## config.mk

```make
export PLATFORM = sky130hd
export DESIGN_NAME = counter_bcd_display
export DESIGN_NICKNAME = d
export VERILOG_FILES = /design/src/rtl/counter_disp_pkg.sv /design/src/rtl/seg7_encode.sv /design/src/rtl/counter_bcd_display.sv
export SDC_FILE = /design/constraint.sdc
export NUM_CORES = 1
export LEC_CHECK = 0
export ABC_AREA = 1
export CAP_MARGIN = 20
export CORE_UTILIZATION = 35
export CTS_CLUSTER_DIAMETER = 200
export DETAILED_ROUTE_END_ITERATION = 8
export GPL_ROUTABILITY_DRIVEN = 0
export PLACE_DENSITY = 0.62
export SLEW_MARGIN = 25
export SYNTH_ARGS = -nofsm -noshare
export SYNTH_HDL_FRONTEND = slang
export SYNTH_HIERARCHICAL = 1
export SYNTH_SLANG_ARGS = --single-unit
export TNS_END_PERCENT = 100
```

## constraint.sdc

```tcl
create_clock -name i_clock -period 2.2 [get_ports i_clock]
set_clock_uncertainty 0.2 [all_clocks]
set_input_delay 0.44 -clock i_clock [delete_from_list [all_inputs] [get_ports i_clock]]
set_output_delay 0.44 -clock i_clock [all_outputs]
set_load 0.01 [all_outputs]
```

## src/rtl/counter_disp_pkg.sv

```systemverilog
// Shared types and constants for the BCD display path: FSM states, segment
// patterns and the datapath widths.
package counter_disp_pkg;

  localparam int VALUE_W  = 7;
  localparam int BCD_W    = 8;
  localparam int SHIFT_W  = BCD_W + VALUE_W;
  localparam int MAX_DISP = 99;

  typedef enum logic {
    LOAD  = 1'b0,
    SHIFT = 1'b1
  } state_e;

  // Active-high segments, bit0 = a ... bit6 = g.
  localparam logic [6:0] SEG_0     = 7'h3F;
  localparam logic [6:0] SEG_1     = 7'h06;
  localparam logic [6:0] SEG_2     = 7'h5B;
  localparam logic [6:0] SEG_3     = 7'h4F;
  localparam logic [6:0] SEG_4     = 7'h66;
  localparam logic [6:0] SEG_5     = 7'h6D;
  localparam logic [6:0] SEG_6     = 7'h7D;
  localparam logic [6:0] SEG_7     = 7'h07;
  localparam logic [6:0] SEG_8     = 7'h7F;
  localparam logic [6:0] SEG_9     = 7'h6F;
  localparam logic [6:0] SEG_DASH  = 7'h40;
  localparam logic [6:0] SEG_BLANK = 7'h00;

  // Double-dabble correction applied to each BCD nibble before a shift.
  function automatic logic [3:0] add3(input logic [3:0] nib);
    return (nib >= 4'd5) ? nib + 4'd3 : nib;
  endfunction

endpackage

```

## src/rtl/seg7_encode.sv

```systemverilog
// Combinational BCD nibble to seven-segment pattern; non-decimal codes
// produce a blank digit.
module seg7_encode
  import counter_disp_pkg::*;
(
  input  logic [3:0] digit,
  output logic [6:0] seg
);

  always_comb begin
    case (digit)
      4'd0:    seg = SEG_0;
      4'd1:    seg = SEG_1;
      4'd2:    seg = SEG_2;
      4'd3:    seg = SEG_3;
      4'd4:    seg = SEG_4;
      4'd5:    seg = SEG_5;
      4'd6:    seg = SEG_6;
      4'd7:    seg = SEG_7;
      4'd8:    seg = SEG_8;
      4'd9:    seg = SEG_9;
      default: seg = SEG_BLANK;
    endcase
  end

endmodule

```

## src/rtl/counter_bcd_display.sv

```systemverilog
// Samples the counter value every 8 cycles, converts it to two BCD digits with
// a serial double-dabble shifter and drives a multiplexed 2-digit display.
module counter_bcd_display
  import counter_disp_pkg::*;
#(
  parameter int SCAN_DIV = 4
) (
  input  logic               i_clock,
  input  logic               i_reset_sync,
  input  logic [VALUE_W-1:0] i_value,
  output logic [3:0]         o_tens,
  output logic [3:0]         o_ones,
  output logic               o_valid,
  output logic               o_overflow,
  output logic [1:0]         o_digit_sel,
  output logic [6:0]         o_seg
);

  localparam int         SCAN_W     = (SCAN_DIV > 2) ? $clog2(SCAN_DIV) : 1;
  localparam logic [2:0] LAST_SHIFT = 3'(VALUE_W - 1);

  // Conversion state
  state_e               state_q, state_d;
  logic [SHIFT_W-1:0]   shift_q, shift_d;
  logic [2:0]           cnt_q, cnt_d;
  logic                 ovf_pend_q, ovf_pend_d;
  logic [SHIFT_W-1:0]   adjusted, shifted;
  logic [3:0]           tens_d, ones_d;
  logic                 valid_d, overflow_d;

  // Scan / display state
  logic [SCAN_W-1:0]    scan_q, scan_d;
  logic                 scan_wrap;
  logic [1:0]           sel_d;
  logic [3:0]           digit_nib;
  logic [6:0]           digit_seg;
  logic [6:0]           seg_d;

  assign adjusted = {add3(shift_q[SHIFT_W-1 -: 4]), add3(shift_q[SHIFT_W-5 -: 4]),
                     shift_q[VALUE_W-1:0]};
  assign shifted  = {adjusted[SHIFT_W-2:0], 1'b0};

  // NOTE: every signal written here gets a default first so no latch is inferred.
  always_comb begin
    state_d    = state_q;
    shift_d    = shift_q;
    cnt_d      = cnt_q;
    ovf_pend_d = ovf_pend_q;
    tens_d     = o_tens;
    ones_d     = o_ones;
    valid_d    = o_valid;
    overflow_d = o_overflow;

    case (state_q)
      LOAD: begin
        shift_d    = {{BCD_W{1'b0}}, i_value};
        cnt_d      = 3'd0;
        ovf_pend_d = (i_value > VALUE_W'(MAX_DISP));
        state_d    = SHIFT;
      end
      SHIFT: begin
        shift_d = shifted;
        cnt_d   = cnt_q + 3'd1;
        if (cnt_q == LAST_SHIFT) begin
          // No hundreds nibble exists, so an overflowed result is thrown away.
          state_d    = LOAD;
          valid_d    = 1'b1;
          overflow_d = ovf_pend_q;
          tens_d     = ovf_pend_q ? 4'd0 : shifted[SHIFT_W-1 -: 4];
          ones_d     = ovf_pend_q ? 4'd0 : shifted[SHIFT_W-5 -: 4];
        end
      end
      default: state_d = LOAD;
    endcase
  end

  always_comb begin
    scan_wrap = (scan_q == SCAN_W'(SCAN_DIV - 1));
    scan_d    = scan_wrap ? '0 : scan_q + 1'b1;
    sel_d     = scan_wrap ? {o_digit_sel[0], o_digit_sel[1]} : o_digit_sel;
    digit_nib = sel_d[1] ? o_tens : o_ones;
  end

  seg7_encode u_seg7_encode (
    .digit (digit_nib),
    .seg   (digit_seg)
  );

  // The pattern follows the digit selected after this edge, but the result
  // registers as they stand before it, so a new result shows one edge later.
  always_comb begin
    seg_d = digit_seg;
    if (!o_valid)
      seg_d = SEG_BLANK;
    else if (o_overflow)
      seg_d = SEG_DASH;
    else if (sel_d[1] && (o_tens == 4'd0))
      seg_d = SEG_BLANK;
  end

  // NOTE: sequential state uses non-blocking assignments so every register
  // samples its pre-edge inputs regardless of statement order.
  always_ff @(posedge i_clock) begin
    if (i_reset_sync) begin
      state_q     <= LOAD;
      shift_q     <= '0;
      cnt_q       <= 3'd0;
      ovf_pend_q  <= 1'b0;
      o_tens      <= 4'd0;
      o_ones      <= 4'd0;
      o_valid     <= 1'b0;
      o_overflow  <= 1'b0;
      scan_q      <= '0;
      o_digit_sel <= 2'b01;
      o_seg       <= SEG_BLANK;
    end else begin
      state_q     <= state_d;
      shift_q     <= shift_d;
      cnt_q       <= cnt_d;
      ovf_pend_q  <= ovf_pend_d;
      o_tens      <= tens_d;
      o_ones      <= ones_d;
      o_valid     <= valid_d;
      o_overflow  <= overflow_d;
      scan_q      <= scan_d;
      o_digit_sel <= sel_d;
      o_seg       <= seg_d;
    end
  end

endmodule

```

==> flow_summary.yaml, run 1 <==
worst_setup_path:
  cpLargestDelayFamily: "simple AND/OR/NAND/NOR gates"
  cp_max_fo: 7
  crit_chain: "ha_4 > nand2_2 > nand2_4 > nand2_1 > nand2_2 > inv_1 > ha_1 > nand2_1 > nand2_1 > nand2_1 > nand2_1 > inv_1 > nor2_1"
  start_kind: "flop"
  r2r-start: "scan_q[0]"
  crit_top_cell: "nand2_1"
  required_ps: 2190
  crit_buf_inv: 2
  crit_slowest_cell: "dfxtp_1"
  max_stage_delay_ps: 390
  crit_path_start: "scan_q[0]"
  worst-endpoint-arrival_ps: 1950
  crit_type: "flop to flop"
  cp-end-kind: "flop"
logic_synthesis:
  netlist_instances: 245
  yosys_warnings: 6
  ys_seq_elements: 41
  yosys.area.top_type_share_pct: 44.20
  synth_top_cell_by_area: "dfxtp_1"
  synthTopCellsByArea: "dfxtp_1 44%, nand2_1 15%, ha_1 8.8%"
  yosysSeqAreaShare_pct: 44.20
  synth_nets: 267
  yosys.cell_types.count: 24
  avgSynthCellArea_sq_um: 7.579
  syn_area_sq_mm: 0.001857
clocking:
  clk_path_buf_depth: 2
  cts_tree: "done"
  clkTransAtPathRegs_ps: 80
  clk_latency_ps: 290
  cts_buffers: 5
  cts.sinks: 41
  postCtsHoldBufs: 0
  root_buffer: "clkbuf_8"
  htree_levels: 2
power_and_ir_drop:
  cellLeakagePower_nw: 1.101
  finalPower_mw: 1.409
  power_frac_seq_pct: 54.8
  p_clk_share_pct: 38.7
  power_density_mw_per_mm2: 604.3
  intPower_mw: 1.086
  switchingPower_uw: 322.2
  pwr-share-comb_pct: 6.4
  worst_ir_drop_vdd_v: 0.0003218
  netSwitchingFraction_pct: 22.87
timing:
  max_freq_mhz: 509.9
  rsz0062_at_grt: "no"
  post-route-period-util_pct: 89.14
  worstMarginPinSlew_ps: 388.4
  hold_viol: 0
  fin_tns_setup_ps: 0
  setup-violations-final: 0
  max_slew_margin_pct: 73.83
  fin_crit_ps: 1961
  slew_violations: 0
global_routing:
  antenna_found_initial: 0
  grt_use_total_pct: 14.19
  grt_max_degree: 13
  gr-total-overflow: 0
  grt_pass1_vias: 1349
  grt_pass1_wl_mm: 5.940
layout:
  fin_util_pct: 45.64
  antenna_cells: 0
  area_growth_pct: 25.54
  final_cells: 351
  drive_gt1_share_pct: 11.39
  fin_nets: 302
placed_design:
  place_inst: 343
  portBuffers: 27
  dp_hpwl_mm: 2.721
routing:
  vias: 1499
  drc: 0
  ant_nets: 0
  drt_first_pass_iters: 4
  drtIter0Drc: 60
  wl_per_cell_um: 9.909
  routed_wirelength_mm: 3.478
  viasPerCell: 4.271
floorplan:
  io_pins: 28
  core_sq_mm: 0.005107
  die-height_um: 74.84
  die_w_um: 74.84
  die_area_sq_mm: 0.005600
  start_util_pct: 36.35
  rows: 26
min_path:
  hp-class: "flop to flop"
  min_from: "shift_q[6]"
run:
  timing.max_cap.violations: 0
status:
  status: "finished, final reports clean"
## layout make-up
class / instances / area, sq um
inverters: 40 / 152.6
repair buffers: 30 / 292.8
clock buffers: 7 / 96.34
clock inverters: 1 / 5.005
flip-flops and latches: 41 / 820.8
fillers: 529 / 2776
multi-input cells: 162 / 875.8
well taps: 70 / 87.58
## cells in the mapped netlist
| library cell | instances |
|---|---|
| dfxtp_1 | 41 |
| o211ai_1 | 1 |
| ha_1 | 13 |
| nand2_2 | 5 |
| nor2_1 | 20 |
| nand2_4 | 2 |
| nand3_4 | 2 |
| a31o_2 | 1 |
| inv_4 | 1 |
| nor2_4 | 1 |
| inv_1 | 34 |
| nor3b_1 | 1 |
| nand3_1 | 16 |
| inv_2 | 5 |
| a21oi_1 | 7 |
| buf_6 | 2 |
| and3_1 | 2 |
| nand2_1 | 76 |
| nand3_2 | 1 |
| nand4_1 | 1 |
| o21ai_0 | 10 |
| nor2_2 | 1 |
| nor3_1 | 1 |
| xnor2_1 | 1 |
## routing by layer
metal  up-vias  global-route usage [%]  part of all wire, %
li1        815                       -                    -
met1       653                   17.30                   48
met2        22                   23.42                   47
met3         9                   4.552                  3.5
met4         0                   5.241                  1.9
met5         -                       0                    0
## path summary, 6_finish.rpt
path	slack (ps)	depth (start not counted)	to
worst max-delay path	240	13	o_seg[3]
worst min register to register	240	2	shift_q[7]
worst max register to register	240	13	o_seg[3]
worst min-delay path	240	2	shift_q[7]
## cell usage in the layout, fill, tap and decap left out
| cell | synthesis | routed |
|---|---|---|
| nand2_1 | 76 | 75 |
| dfxtp_1 | 41 | 41 |
| inv_1 | 34 | 34 |
| clkdlybuf4s50_1 | 0 | 27 |
| nor2_1 | 20 | 20 |
| nand3_1 | 16 | 16 |
| ha_1 | 13 | 12 |
| o21ai_0 | 10 | 9 |
| a21oi_1 | 7 | 7 |
| clkbuf_8 | 0 | 7 |
| nand2_2 | 5 | 6 |
| inv_2 | 5 | 5 |
| buf_4 | 0 | 3 |
| nand2_4 | 2 | 2 |
| and3_1 | 2 | 2 |
| nand3_4 | 2 | 2 |
| o21ai_1 | 0 | 1 |
| inv_4 | 1 | 1 |
| nand4_1 | 1 | 1 |
| nor2_2 | 1 | 1 |
| nor2_4 | 1 | 1 |
| xnor2_1 | 1 | 1 |
| o211ai_1 | 1 | 1 |
| nor3b_1 | 1 | 1 |
| nor3_1 | 1 | 1 |
| a31o_2 | 1 | 1 |
| ha_4 | 0 | 1 |
| clkinv_2 | 0 | 1 |
| nand3_2 | 1 | 1 |
## power by group through the flow
stage / logic (mW) / clock network [mW] / registers, mW
after global placement: 0.0879 / 0 / 0.788
after floorplan: 0.0576 / 0 / 0.786
after global routing: 0.102 / 0.592 / 0.775
final: 0.0906 / 0.546 / 0.773
after detailed placement: 0.0890 / 0 / 0.788
after CTS: 0.0901 / 0.561 / 0.770
## sequential cells by signal, indices dropped and copies added, names as in the netlist
| register | count |
|---|---|
| o_overflow | 1 |
| shift_q | 15 |
| cnt_q | 3 |
| scan_q | 2 |
| ovf_pend_q | 1 |
| state_q | 1 |
| o_tens | 4 |
| o_seg | 7 |
| o_valid | 1 |
| o_ones | 4 |
| o_digit_sel | 2 |
## kinds of logic (layout without fill, tap and decap cells)
family          after synthesis  count (layout)  share of synthesized area, %
compound gates               19              19                         5.458
xor+xnor                      1               1                        0.4718
fa+ha+maj                    13              13                         8.760
buf+inv                      42              78                         9.434
flops                        41              41                         44.21
simple gates                129             129                         31.67
## stage by stage
| stage | hold WS (ps) | cell area (sq um) | worst slack, ps |
|---|---|---|---|
| 6_report | 236.6 | 2331 | 239.0 |
| 5_1_grt | 260.4 | 2331 | 21.93 |
| 4_1_cts | 229.9 | 2316 | 87.58 |
| 3_5_place_dp | 209.7 | 2215 | 121.1 |
| 3_3_place_gp | 204.9 | 2215 | 183.2 |
| 2_1_floorplan | 197.7 | 1857 | 150.1 |
## what timing repair did
action / in CTS / in global routing
gates resized for setup: 0 / 4
setup buffers: 0 / 0
endpoints found under the setup margin: 0 / 6
## worst register-to-register path, cell delays in order (launching register included)
cell and delay (ps):
dfxtp_1 390, ha_4 180, nand2_2 90, nand2_4 120, nand2_1 70, nand2_2 110
inv_1 110, ha_1 280, nand2_1 80, nand2_1 60, nand2_1 50, nand2_1 50
inv_1 50, nor2_1 30
Note: power is estimated with default switching activity, not from simulation.
==> inputs of run 2 (changes only) <==
Settings changed: CORE_MARGIN set to 5.
==> run 2 against run 1 <==
Effect of this change:
- worst hold slack lost 2.6 ps
- count of clock-buffer cells in the layout shrank 1
- sequential cell count is the same
- utilization shrank 0.43 points
- highest routed layer unchanged
- global-route usage shrank 3.0 points
- setup slack lost 19 ps
- power shrank 2.1%
- fmax shrank 0.95%
- first-iteration DRC count grew 15%
==> flow_summary.yaml, run 2 (same netlist as run 1, synthesis figures left out) <==
routing:
  wl_per_cell_um: 10.34
  viasPerCell: 4.355
  drtIter0Drc: 69
  drt_first_pass_iters: 4
  drc: 0
  vias: 1533
  ant_nets: 0
  routed_wirelength_mm: 3.638
layout:
  final_cells: 352
  top_register: "shift_q"
  final_cell_mix: "75 x nand2_1, 41 x dfxtp_1, 34 x inv_1, 27 x clkdlybuf4s50_1, 20 x nor2_1"
  antenna_cells: 0
  fin_nets: 303
  fin_util_pct: 45.20
  final_common_cell: "nand2_1"
  final_cell_area_sq_mm: 0.002323
  largest_reg_flops: 15
  reg.largest.list: "shift_q x15, o_seg x7"
  drive_gt1_share_pct: 11.70
  area_growth_pct: 25.13
min_path:
  hp-class: "flop to flop"
  whs_path_depth: 1
  min_from: "scan_q[0]"
  hold_path_end: "scan_q[0]"
placed_design:
  portBuffers: 27
  dp_hpwl_mm: 2.860
  place_inst: 344
  pre_cts_slack_ps: 119.7
  placed_area_sq_mm: 0.002222
timing:
  post-route-period-util_pct: 89.99
  setup-violations-final: 0
  fin_crit_ps: 1980
  hold_viol: 0
  setup_slack_ps: 220.2
  rsz0062_at_grt: "no"
  worstMarginPinSlew_ps: 390.3
  max_slew_margin_pct: 73.70
  slew_violations: 0
  whs_ps: 234.0
  max_freq_mhz: 505.1
  fin_tns_setup_ps: 0
clocking:
  cts.sinks: 41
  postCtsHoldBufs: 0
  cts_buffers: 5
  root_buffer: "clkbuf_8"
  clkTransAtPathRegs_ps: 80
  clk_path_buf_depth: 2
  cts_tree: "done"
  clk_latency_ps: 290
  htree_levels: 2
power_and_ir_drop:
  worst_ir_drop_vdd_v: 0.0003879
  switchingPower_uw: 323.2
  power_frac_seq_pct: 55.9
  p_clk_share_pct: 37.6
  power_density_mw_per_mm2: 593.6
  finalPower_mw: 1.379
  intPower_mw: 1.056
  cellLeakagePower_nw: 1.101
  netSwitchingFraction_pct: 23.43
  pwr-share-comb_pct: 6.5
worst_setup_path:
  cp_max_fo: 7
  required_ps: 2190
  max_stage_delay_ps: 350
  start_kind: "flop"
  reg2reg_slack_ps: 220
  worst-endpoint-arrival_ps: 1970
  reg2regPathDepth: 13
  crit_chain: "ha_2 > inv_2 > nand2_4 > nand2_4 > o21ai_1 > inv_1 > ha_1 > nand2_1 > nand2_1 > nand2_1 > nand2_1 > inv_1 > nor2_1"
  crit_type: "flop to flop"
  r2r_end: "o_seg[3]"
  r2r-start: "scan_q[0]"
  crit_slowest_cell: "dfxtp_1"
  crit_top_cell: "nand2_1"
  cp-end-kind: "flop"
floorplan:
  core_sq_mm: 0.005140
  rows: 26
  start_util_pct: 36.12
  die_area_sq_mm: 0.006862
  io_pins: 28
  die_w_um: 82.84
  die-height_um: 82.84
global_routing:
  grt_max_degree: 14
  grt_pass1_vias: 1490
  gr-total-overflow: 0
  grt_pass1_wl_mm: 6.417
  grt_use_total_pct: 11.21
  antenna_found_initial: 0
run:
  timing.max_cap.violations: 0
status:
  status: "finished, final reports clean"
[run 2: metal layers]
layer / track usage, % / up-vias / part of all wire (%)
met1: 12.80 / 683 / 46
met4: 3.566 / 0 / 0.88
met2: 20.19 / 26 / 49
li1: - / 820 / -
met5: 0 / - / 0
met3: 2.970 / 4 / 4.3
[run 2: power by group through the flow]
stage	clock network, mW	logic, mW	registers (mW)
final	0.519	0.0895	0.771
after global routing	0.577	0.102	0.773
after CTS	0.535	0.0901	0.771
after detailed placement	0	0.0899	0.788
after global placement	0	0.0892	0.787
after floorplan	0	0.0576	0.786
[run 2: how the worst max path moves through the flow]
stage	slack, ps	cells past startpoint	end	from
after floorplan	150	13	o_seg[3]	scan_q[0]
after global placement	180	13	o_seg[3]	scan_q[0]
after CTS	100	13	o_seg[3]	scan_q[0]
final	220	13	o_seg[3]	scan_q[0]
after detailed placement	120	13	o_seg[3]	scan_q[0]
after global routing	40	13	o_seg[3]	scan_q[0]
[run 2: layout make-up]
class                   count  area [sq um]
clock buffers               6         82.58
clock inverters             2         13.76
well taps                  70         87.58
repair buffers             31         300.3
flip-flops and latches     41         820.8
inverters                  40         152.6
fillers                   552          2816
multi-input cells         162         865.8
[run 2: worst max-delay path, delay by kind of cell, from the launching register on]
kind / cells / cell delay [ps]
buffers and inverters: 3 / 230
adders and majority gates: 2 / 530
DFF: 1 / 350
AOI/OAI and AO/OA: 1 / 160
and+or+nand+nor: 7 / 400
[run 2: what timing repair did]
item / in CTS / in global routing
resized for setup: 0 / 3
endpoints found under the setup margin: 0 / 4
setup buffers: 0 / 0
hold endpoints to repair: 0 / 0
==> inputs of run 3 (changes only) <==
Settings changed: SKIP_CTS_REPAIR_TIMING set to 1.
==> results of run 3 <==
No change in the layout: final DEF, timing and power equal those of run 2.
